<file path="src/rtl/fighter_anim_ctrl.sv">
`default_nettype none
// ============================================================================
// Module : fighter_anim_ctrl
// Desc   : Fighter animation sequencer (stand/walk/punch/kick/hit-stun) and
//          mirrored sprite-ROM address generator.
// Rev    : 1.0  initial release
// ============================================================================
module fighter_anim_ctrl #(
  parameter int unsigned FRAME_W     = 64,
  parameter int unsigned FRAME_H     = 64,
  parameter int unsigned ADDR_W      = 16,
  parameter int unsigned HOLD_FRAMES = 6
) (
  input  logic              vga_clk,
  input  logic              Reset,
  input  logic              vsync_tick,
  input  logic              punch_req,
  input  logic              kick_req,
  input  logic              walk,
  input  logic              hit,
  input  logic              facing_left,
  input  logic [9:0]        PosX,
  input  logic [9:0]        PosY,
  input  logic [9:0]        DrawX,
  input  logic [9:0]        DrawY,
  output logic [ADDR_W-1:0] rom_address,
  output logic              in_sprite,
  output logic [2:0]        anim_state,
  output logic              busy,
  output logic              attack_active
);

  typedef enum logic [2:0] {
    ST_STAND   = 3'd0,
    ST_WALK    = 3'd1,
    ST_PUNCH   = 3'd2,
    ST_KICK    = 3'd3,
    ST_HITSTUN = 3'd4
  } state_t;

  localparam int unsigned c_FRAME_SZ   = FRAME_W * FRAME_H;
  localparam logic [3:0]  c_HOLD_LAST  = 4'(HOLD_FRAMES - 1);
  localparam logic [3:0]  c_F_STAND    = 4'd0;
  localparam logic [3:0]  c_F_WALK_A   = 4'd1;
  localparam logic [3:0]  c_F_WALK_B   = 4'd2;
  localparam logic [3:0]  c_F_PUNCH_0  = 4'd3;
  localparam logic [3:0]  c_F_PUNCH_N  = 4'd5;
  localparam logic [3:0]  c_F_KICK_0   = 4'd6;
  localparam logic [3:0]  c_F_KICK_N   = 4'd9;
  localparam logic [3:0]  c_F_HIT      = 4'd10;

  state_t      r_state, w_state_n;
  logic [3:0]  r_frame, w_frame_n;
  logic [3:0]  r_hold, w_hold_n;
  logic        r_hs_step, w_hs_step_n;
  logic        r_pend_p, r_pend_k, r_pend_h;
  logic        w_pend_p_n, w_pend_k_n, w_pend_h_n;
  logic        r_busy, r_attack;
  logic        w_eff_p, w_eff_k, w_eff_h;
  logic        w_step_end, w_next_busy, w_drop_attacks, w_attack_n;

  // A request arriving on the tick cycle itself counts for that tick.
  assign w_eff_p    = r_pend_p | punch_req;
  assign w_eff_k    = r_pend_k | kick_req;
  assign w_eff_h    = r_pend_h | hit;
  assign w_step_end = (r_hold == c_HOLD_LAST);

  always_comb begin
    w_state_n   = r_state;
    w_frame_n   = r_frame;
    w_hold_n    = r_hold;
    w_hs_step_n = r_hs_step;
    if (vsync_tick) begin
      w_hold_n = w_step_end ? 4'd0 : r_hold + 4'd1;
      if (w_eff_h) begin
        w_state_n   = ST_HITSTUN;
        w_frame_n   = c_F_HIT;
        w_hold_n    = 4'd0;
        w_hs_step_n = 1'b0;
      end else begin
        unique case (r_state)
          ST_STAND, ST_WALK: begin
            if (w_eff_k) begin
              w_state_n = ST_KICK;
              w_frame_n = c_F_KICK_0;
              w_hold_n  = 4'd0;
            end else if (w_eff_p) begin
              w_state_n = ST_PUNCH;
              w_frame_n = c_F_PUNCH_0;
              w_hold_n  = 4'd0;
            end else if (!walk) begin
              w_frame_n = c_F_STAND;
              if (r_state == ST_WALK) begin
                w_state_n = ST_STAND;
                w_hold_n  = 4'd0;
              end
            end else if (r_state == ST_STAND) begin
              w_state_n = ST_WALK;
              w_frame_n = c_F_WALK_A;
              w_hold_n  = 4'd0;
            end else if (w_step_end) begin
              w_frame_n = (r_frame == c_F_WALK_A) ? c_F_WALK_B : c_F_WALK_A;
            end
          end
          ST_PUNCH, ST_KICK: begin
            // Punch and kick frame ranges are disjoint, so one last-frame test serves both.
            if (w_step_end) begin
              if (r_frame == c_F_PUNCH_N || r_frame == c_F_KICK_N) begin
                w_state_n = walk ? ST_WALK : ST_STAND;
                w_frame_n = walk ? c_F_WALK_A : c_F_STAND;
              end else begin
                w_frame_n = r_frame + 4'd1;
              end
            end
          end
          ST_HITSTUN: begin
            if (w_step_end) begin
              if (r_hs_step) begin
                w_state_n   = ST_STAND;
                w_frame_n   = c_F_STAND;
                w_hs_step_n = 1'b0;
              end else begin
                w_hs_step_n = 1'b1;
              end
            end
          end
          default: begin
            w_state_n   = ST_STAND;
            w_frame_n   = c_F_STAND;
            w_hold_n    = 4'd0;
            w_hs_step_n = 1'b0;
          end
        endcase
      end
    end
  end

  assign w_next_busy    = (w_state_n == ST_PUNCH) || (w_state_n == ST_KICK) ||
                          (w_state_n == ST_HITSTUN);
  assign w_drop_attacks = r_busy || (vsync_tick && w_next_busy);
  assign w_pend_p_n     = w_drop_attacks ? 1'b0 : w_eff_p;
  assign w_pend_k_n     = w_drop_attacks ? 1'b0 : w_eff_k;
  assign w_pend_h_n     = (vsync_tick && w_eff_h) ? 1'b0 : w_eff_h;
  assign w_attack_n     = (w_frame_n == 4'd4) || (w_frame_n == 4'd7) || (w_frame_n == 4'd8);

  always_ff @(posedge vga_clk or posedge Reset) begin
    if (Reset) begin
      r_state   <= ST_STAND;
      r_frame   <= c_F_STAND;
      r_hold    <= 4'd0;
      r_hs_step <= 1'b0;
      r_pend_p  <= 1'b0;
      r_pend_k  <= 1'b0;
      r_pend_h  <= 1'b0;
      r_busy    <= 1'b0;
      r_attack  <= 1'b0;
    end else begin
      r_state   <= w_state_n;
      r_frame   <= w_frame_n;
      r_hold    <= w_hold_n;
      r_hs_step <= w_hs_step_n;
      r_pend_p  <= w_pend_p_n;
      r_pend_k  <= w_pend_k_n;
      r_pend_h  <= w_pend_h_n;
      r_busy    <= w_next_busy;
      r_attack  <= w_attack_n;
    end
  end

  assign anim_state    = r_state;
  assign busy          = r_busy;
  assign attack_active = r_attack;

  // Pixel path: 11-bit differences keep DrawX<PosX from aliasing into the box.
  logic [10:0]       w_dx, w_dy, w_lx;
  logic              w_inside;
  logic [ADDR_W-1:0] w_addr;

  assign w_dx     = {1'b0, DrawX} - {1'b0, PosX};
  assign w_dy     = {1'b0, DrawY} - {1'b0, PosY};
  assign w_inside = (DrawX >= PosX) && (w_dx < 11'(FRAME_W)) &&
                    (DrawY >= PosY) && (w_dy < 11'(FRAME_H));
  assign w_lx     = facing_left ? (11'(FRAME_W - 1) - w_dx) : w_dx;
  assign w_addr   = ADDR_W'(32'(r_frame) * c_FRAME_SZ + 32'(w_dy) * FRAME_W + 32'(w_lx));

  always_ff @(posedge vga_clk or posedge Reset) begin
    if (Reset) begin
      rom_address <= '0;
      in_sprite   <= 1'b0;
    end else begin
      rom_address <= w_inside ? w_addr : '0;
      in_sprite   <= w_inside;
    end
  end

endmodule
`default_nettype wire
</file>
<file path="config.mk">
export PLATFORM = sky130hd
export DESIGN_NAME = fighter_anim_ctrl
export DESIGN_NICKNAME = d
export VERILOG_FILES = /design/src/rtl/fighter_anim_ctrl.sv
export SDC_FILE = /design/constraint.sdc
export NUM_CORES = 1
export LEC_CHECK = 0
export CAP_MARGIN = 0
export CORE_MARGIN = 4
export CORE_UTILIZATION = 50
export CTS_BUF_LIST = sky130_fd_sc_hd__clkbuf_2
export DETAILED_ROUTE_END_ITERATION = 6
export PLACE_DENSITY = 0.89
export SETUP_SLACK_MARGIN = 0.1
export SLEW_MARGIN = 20
export SYNTH_ARGS = -nofsm -noshare
export SYNTH_HDL_FRONTEND = slang
export SYNTH_SLANG_ARGS = --single-unit
export TNS_END_PERCENT = 1
</file>
<file path="constraint.sdc">
create_clock -name vga_clk -period 5.6 [get_ports vga_clk]
set_input_delay 0.56 -clock vga_clk [delete_from_list [all_inputs] [get_ports vga_clk]]
set_output_delay 0.56 -clock vga_clk [all_outputs]
set_load 0.005 [all_outputs]
</file>
==> flow_summary.json, run 1 <==
{
  "coreArea_mm2": 0.00599,
  "h-tree-depth": 2,
  "worst-setup-path-type": "input pin to register",
  "yosys.cell_types.count": 62,
  "synthCells": 374,
  "die_h_um": 87.2,
  "yosysWarnings": 0,
  "syn_avg_cell_area_um2": 8.39,
  "hpwlAfterDp_um": 5720,
  "setup_tns_ns": 0,
  "diodes": 0,
  "fp.dieArea_mm2": 0.00761,
  "viasPerCell": 5.65,
  "io_buffers": 69,
  "synth_seq_cells": 34,
  "min-delay-path-class": "register to register",
  "async_flop_share_pct": 100,
  "drt.antenna.violating_nets": 0,
  "r2r_cells": 7,
  "num_vias": 2916,
  "synth_edf_count": 0,
  "root_buffer": "clkbuf_2",
  "synth_top_area_share_pct": 27.1,
  "drt_iter0_drc": 101,
  "maxCapViolations": 0,
  "place_area_mm2": 0.00388,
  "drive_gt1_share_pct": 4.31,
  "wl_um": 7090,
  "clk_latency_ns": 0.39,
  "cts_resized": 0,
  "synth_top_area_cell": "dfrtp_1",
  "io_pins": 70,
  "synth_top_family_by_area": "compound AO/OA/AOI/OAI gates",
  "synth-seq-area-share_pct": 27.1,
  "clock_skew_ns": 0.0156,
  "cts_buffer_depth": 2,
  "path_cells": "clkdlybuf4s50_1 > ha_1 > inv_1 > fa_1 > a21oi_1 > o21ai_0 > a21oi_1 > xnor2_1 > inv_1 > ha_1 > nand2_1 > o21ai_0 > ha_1 > a211o_1 > o211ai_1 > a21oi_1 > nor4bb_1 > o41ai_1 > xnor2_1 > nor2_1",
  "worstSetupStartpointType": "input pin",
  "cp.required_ns": 5.88,
  "grt_usage_pct": 19.2,
  "timing.fmax_ghz": 0.234,
  "setup_viol_count_final": 0,
  "ys_top_cells_by_area": "dfrtp_1, ha_1, xnor2_1",
  "stdcell_count": 516,
  "synth_mux_area_share_pct": 2.03,
  "clkTransAtPathRegs_ns": 0.18,
  "postLayoutCellArea_mm2": 0.00395,
  "regToRegEndpoint": "attack_active$_DFF_PP0_",
  "fin_nets": 524,
  "nFillCells": 496,
  "power.density_mw_per_mm2": 196,
  "p_leak_nw": 1.79,
  "slew_viol_final": 0,
  "p_int_w": 0.000497,
  "period_needed_ns": 4.27,
  "pre_cts_ws_ns": 0.914,
  "post_cts_buffers": 0,
  "crit_fanout": 3,
  "p_sw_w": 0.000276,
  "initial_core_util_pct": 52.4,
  "synth.most_common_cell": "inv_1",
  "placedCellCount": 508,
  "clock_power_share_pct": 21.2,
  "max_slew_margin_pct": 63.2,
  "tightest_slew_ns": 0.550,
  "end_kind": "register",
  "cts_tree": "yes",
  "cts_sinks": 34,
  "grt.overflow.total": 0,
  "antenna_found_initial": 0,
  "seqPwrFrac_pct": 33.4,
  "grt_pass1_wl_um": 12000,
  "cts_buffers": 5,
  "ys.flop_type": "dfrtp_1",
  "slowest_delay_ns": 0.46,
  "rows": 28,
  "p_sw_share_pct": 35.7,
  "combinationalPowerShare_pct": 45.4,
  "drcViolationCount": 0,
  "status": "finished, final reports clean",
  "synth-compound-area-share_pct": 20.0,
  "arrival_ns": 4.55,
  "grt_max_degree": 35,
  "slowest_stage": "clkdlybuf4s50_1",
  "finalWorstSetupSlack_ns": 1.33,
  "yosys.area_share.simple_pct": 19.2,
  "area_growth_pct": 25.9,
  "dr.pass1.iters": 7,
  "rsz0062_at_grt": "no",
  "wl_per_cell_um": 13.7,
  "hold-path-endpoint": "r_pend_p$_DFF_PP0_",
  "fin_crit_sh_pct": 76.2,
  "gp_congestion": 0.892,
  "ctsHoldBuffers": 0,
  "synth_area_mm2": 0.00314,
  "hold_viol": 0,
  "synthAdderAreaFrac_pct": 15.1,
  "final_util_pct": 66.0,
  "synth_xor_area_share_pct": 10.0,
  "holdPathStages": 1,
  "min_from": "busy$_DFF_PP0_",
  "reg2reg_slack_ns": 3.21,
  "fp.dieW_um": 87.2,
  "ir_drop_mv": 0.170,
  "netlist_top_cells_count": "inv_1, nor2_1, dfrtp_1",
  "synth_fp_nets": 458,
  "r2r_start": "anim_state[2]$_DFF_PP0_",
  "grt_pass1_vias": 2863
}
[critical path: cells and delay by family]
family | cells | cell delay (ns)
fa+ha+maj | 4 | 1.18
buf+inv | 3 | 0.58
xor+xnor | 2 | 0.34
compound gates | 8 | 1.62
simple gates | 3 | 0.27
[worst max path at each step]
stage                                      to  startpoint  cells past startpoint
global placement    rom_address[15]$_DFF_PP0_     PosX[0]                     20
CTS                 rom_address[15]$_DFF_PP0_     PosX[0]                     20
global route        rom_address[15]$_DFF_PP0_    DrawX[0]                     21
finish              rom_address[15]$_DFF_PP0_     PosX[0]                     20
floorplan           rom_address[15]$_DFF_PP0_    DrawX[0]                     20
detailed placement  rom_address[15]$_DFF_PP0_     PosX[0]                     20
[sequential cells by signal (all words and copies together), names as in the netlist]
name,cells
r_pend_p,1
r_hs_step,1
busy,1
r_hold,4
anim_state,3
rom_address,16
r_frame,4
r_pend_h,1
in_sprite,1
attack_active,1
r_pend_k,1
[logic make-up (layout without fill, tap and decap cells)]
kind of cell | after synthesis | in the layout
buffers and inverters | 52 | 119
adder cells (fa/ha/maj) | 36 | 36
AO/OA/AOI/OAI | 93 | 93
multiplexers | 6 | 6
AND/OR/NAND/NOR | 117 | 117
XOR/XNOR | 36 | 36
flip-flops | 34 | 34
[power groups by stage]
stage | clock (W) | combinational (W) | sequential, W
6_report | 0.000164 | 0.000351 | 0.000258
5_1_grt | 0.000178 | 0.000396 | 0.000259
4_1_cts | 0.000170 | 0.000351 | 0.000258
3_5_place_dp | 0 | 0.000349 | 0.000262
3_3_place_gp | 0 | 0.000337 | 0.000262
2_1_floorplan | 0 | 0.000260 | 0.000260
[per-stage QoR]
step | total power [W] | hold slack (ns)
finish | 0.000773 | 0.487
global route | 0.000832 | 0.530
CTS | 0.000778 | 0.495
detailed placement | 0.000611 | 0.473
global placement | 0.000599 | 0.460
floorplan | 0.000520 | 0.458
[metal layers]
metal | part of all wire, % | up-vias | GRT usage, %
met4 | 1.9 | 0 | 7.95
met2 | 51 | 103 | 35.0
met1 | 42 | 1348 | 22.6
li1 | - | 1453 | -
met3 | 5.0 | 12 | 2.46
met5 | 0 | - | 0
[layout make-up]
class | count | area (um2) | share of cell area [%]
repair buffers | 70 | 698 | 17.7
well taps | 75 | 93.8 | 2.37
multi-input cells | 288 | 2080 | 52.8
inverters | 41 | 154 | 3.89
clock inverters | 3 | 45.0 | 1.14
flip-flops and latches | 34 | 851 | 21.5
clock buffers | 5 | 25.0 | 0.633
[cell usage in the layout, fill, tap and decap left out, types with 4 or more instances in the layout]
master | Yosys | routed
xor2_1 | 13 | 13
a21oi_1 | 21 | 21
dfrtp_1 | 34 | 34
clkbuf_2 | 0 | 5
nor2b_1 | 6 | 6
nand2b_1 | 6 | 6
a21o_1 | 5 | 5
nand2_1 | 25 | 25
o31ai_1 | 6 | 6
ha_1 | 33 | 33
inv_1 | 41 | 41
nand3_1 | 8 | 8
o21ai_0 | 23 | 23
clkdlybuf4s50_1 | 0 | 69
nor3_1 | 7 | 7
nor2_1 | 39 | 39
o21bai_1 | 4 | 4
xnor2_1 | 23 | 23
No activity file was read; power rests on OpenSTA's default activity.
==> run 2: changes to the inputs <==
--- a/config.mk
+++ b/config.mk
@@ -7,10 +7,10 @@
 export LEC_CHECK = 0
 export CAP_MARGIN = 0
 export CORE_MARGIN = 4
-export CORE_UTILIZATION = 50
+export CORE_UTILIZATION = 48
 export CTS_BUF_LIST = sky130_fd_sc_hd__clkbuf_2
 export DETAILED_ROUTE_END_ITERATION = 6
-export PLACE_DENSITY = 0.89
+export PLACE_DENSITY = 0.9
 export SETUP_SLACK_MARGIN = 0.1
 export SLEW_MARGIN = 20
 export SYNTH_ARGS = -nofsm -noshare
==> constraint.sdc (replaced) <==
create_clock -name vga_clk -period 3.65 [get_ports vga_clk]
set_input_delay 0.365 -clock vga_clk [delete_from_list [all_inputs] [get_ports vga_clk]]
set_output_delay 0.365 -clock vga_clk [all_outputs]
set_load 0.005 [all_outputs]
==> flow_summary.json, run 2 (same netlist as run 1, synthesis figures left out) <==
{
  "fp.dieW_um": 88.9,
  "top_usage_layer": "met2",
  "finalWorstSetupSlack_ns": 0.101,
  "timing.fmax_ghz": 0.282,
  "pre_cts_ws_ns": -0.762,
  "slew_viol_final": 0,
  "rows": 29,
  "initial_core_util_pct": 49.4,
  "power.density_mw_per_mm2": 310,
  "arrival_ns": 3.84,
  "cts_buffers": 5,
  "period_needed_ns": 3.55,
  "drt_iter0_drc": 121,
  "cts_sinks": 34,
  "largest_reg_flops": 16,
  "path_cells": "buf_8 > inv_12 > ha_4 > inv_2 > fa_2 > a21oi_2 > o21ai_2 > a21oi_2 > xnor2_1 > inv_1 > ha_4 > nand2_2 > o21ai_2 > ha_1 > a211o_1 > o211ai_1 > a21oi_2 > nor4bb_4 > o41ai_2 > xnor2_1 > nor2_1",
  "h-tree-depth": 2,
  "tightest_slew_ns": 0.790,
  "antenna_found_initial": 0,
  "grt_pass1_wl_um": 13000,
  "largestRegisters": "rom_address x16, r_frame x4, r_hold x4",
  "final_common_cell": "clkdlybuf4s50_1",
  "status": "finished, final reports clean",
  "grt.overflow.total": 0,
  "fin_crit_sh_pct": 97.2,
  "cts_tree": "yes",
  "timing.hold.ws_ns": 0.337,
  "hold_viol": 0,
  "dr.pass1.iters": 4,
  "crit_fanout": 2,
  "wl_um": 8360,
  "grt_usage_pct": 20.4,
  "grt_use_met1_pct": 22.4,
  "r2r_start": "anim_state[2]$_DFF_PP0_",
  "ir_drop_mv": 0.272,
  "slowest_delay_ns": 0.37,
  "p_leak_nw": 2.06,
  "r2r_cells": 7,
  "worst-setup-path-type": "input pin to register",
  "gp_congestion": 0.896,
  "setup_viol_count_final": 0,
  "max_slew_margin_pct": 46.9,
  "final_util_pct": 69.9,
  "viasPerCell": 5.64,
  "drcViolationCount": 0,
  "root_buffer": "clkbuf_2",
  "worstSetupStartpointType": "input pin",
  "drt.antenna.violating_nets": 0,
  "min-delay-path-class": "input pin to asynchronous set/reset pin",
  "endpoint": "rom_address[15]$_DFF_PP0_",
  "grt_pass1_vias": 3069,
  "grt_max_degree": 35,
  "io_buffers": 69,
  "fin_nets": 560,
  "reg2reg_slack_ns": 1.22,
  "grtUsageMet2_pct": 38.4,
  "wl_per_cell_um": 15.1,
  "regToRegEndpoint": "attack_active$_DFF_PP0_",
  "slowest_stage": "fa_2",
  "final_cell_mix": "clkdlybuf4s50_1, nor2_1, buf_4",
  "drive_gt1_share_pct": 19.1,
  "path_common_cell": "a21oi_2",
  "area_growth_pct": 41.5,
  "critPathTopFamily": "compound AO/OA/AOI/OAI gates",
  "use_met3_pct": 3.72,
  "top_register": "rom_address",
  "num_vias": 3121,
  "clock_skew_ns": 0.0132,
  "cts_buffer_depth": 2,
  "ctsHoldBuffers": 0,
  "fp.dieArea_mm2": 0.00790,
  "rsz0062_at_grt": "yes",
  "clk_latency_ns": 0.38,
  "nFillCells": 475,
  "end_kind": "register",
  "clkTransAtPathRegs_ns": 0.17,
  "crit_start": "DrawX[0]",
  "cp.required_ns": 3.94,
  "io_pins": 70,
  "coreArea_mm2": 0.00635,
  "place_area_mm2": 0.00423,
  "die_h_um": 88.9,
  "diodes": 0,
  "cp_num_cells": 21,
  "postLayoutCellArea_mm2": 0.00444,
  "maxCapViolations": 0,
  "hpwlAfterDp_um": 6330,
  "path_buf_inv": 4
}
==> run 2: changes by cell type in the layout (fill, tap and decap cells not counted), sizes merged <==
cell / change
clkdlybuf4s50: -11
clkinv: +1
clkbuf: +3
buf: +37
dlymetal6s2s: +7
clkinvlp: -2
==> run 2: timing repair <==
item | CTS | global route
endpoints found under the setup margin | 6 | 3
resized for setup | 6 | 42
buffers inserted | 2 | 4
pin swaps | 8 | 23
==> run 2: worst min-delay path by stage <==
stage | start | end | slack (ns) | cells after the start
detailed placement | busy$_DFF_PP0_ | r_pend_p$_DFF_PP0_ | 0.47 | 1
CTS | Reset | rom_address[9]$_DFF_PP0_ | 0.34 | 3
global route | Reset | rom_address[7]$_DFF_PP0_ | 0.37 | 3
finish | Reset | rom_address[0]$_DFF_PP0_ | 0.34 | 3
global placement | busy$_DFF_PP0_ | r_pend_p$_DFF_PP0_ | 0.45 | 1
floorplan | busy$_DFF_PP0_ | r_pend_k$_DFF_PP0_ | 0.46 | 1
==> run 2: per-layer routing <==
metal / routed length [um] / part of all wire, % / vias to the layer above
met3: 452 / 5.4 / 20
met4: 193 / 2.3 / 0
met2: 4320 / 52 / 111
met1: 3390 / 41 / 1468
met5: 0 / 0 / -
li1: - / - / 1522
==> run 2: worst register-to-register path, cell delays in order (launching register included) <==
cell,delay [ns]
dfrtp_1,0.56
or2_1,0.35
or4_1,0.51
a311oi_1,0.37
a221oi_2,0.09
xnor2_1,0.15
nor2_1,0.05
mux2_2,0.25
==> run 2: layout make-up <==
class                      count  area [um2]  area share (%)
tap                           77        96.3            2.17
multi-input combinational    288        2290            51.6
clock inverter                 2        33.8           0.761
clock buffer                   5        25.0           0.564
inverter                      41         169            3.80
timing repair buffer         106         976            22.0
sequential                    34         851            19.2
==> run 2: through the flow <==
stage	setup TNS (ns)	power (W)	instances
3_3_place_gp	-2.33	0.00104	540
2_1_floorplan	0	0.000827	374
4_1_cts	0	0.00132	549
5_1_grt	-0.0438	0.00146	553
3_5_place_dp	-3.16	0.00107	540
6_report	0	0.00138	553
==> run 2: power breakdown <==
| part | switching (W) | internal [W] |
|---|---|---|
| logic | 0.000351 | 0.000391 |
| clock network | 0.000127 | 0.000110 |
| registers | 0.00000959 | 0.000386 |
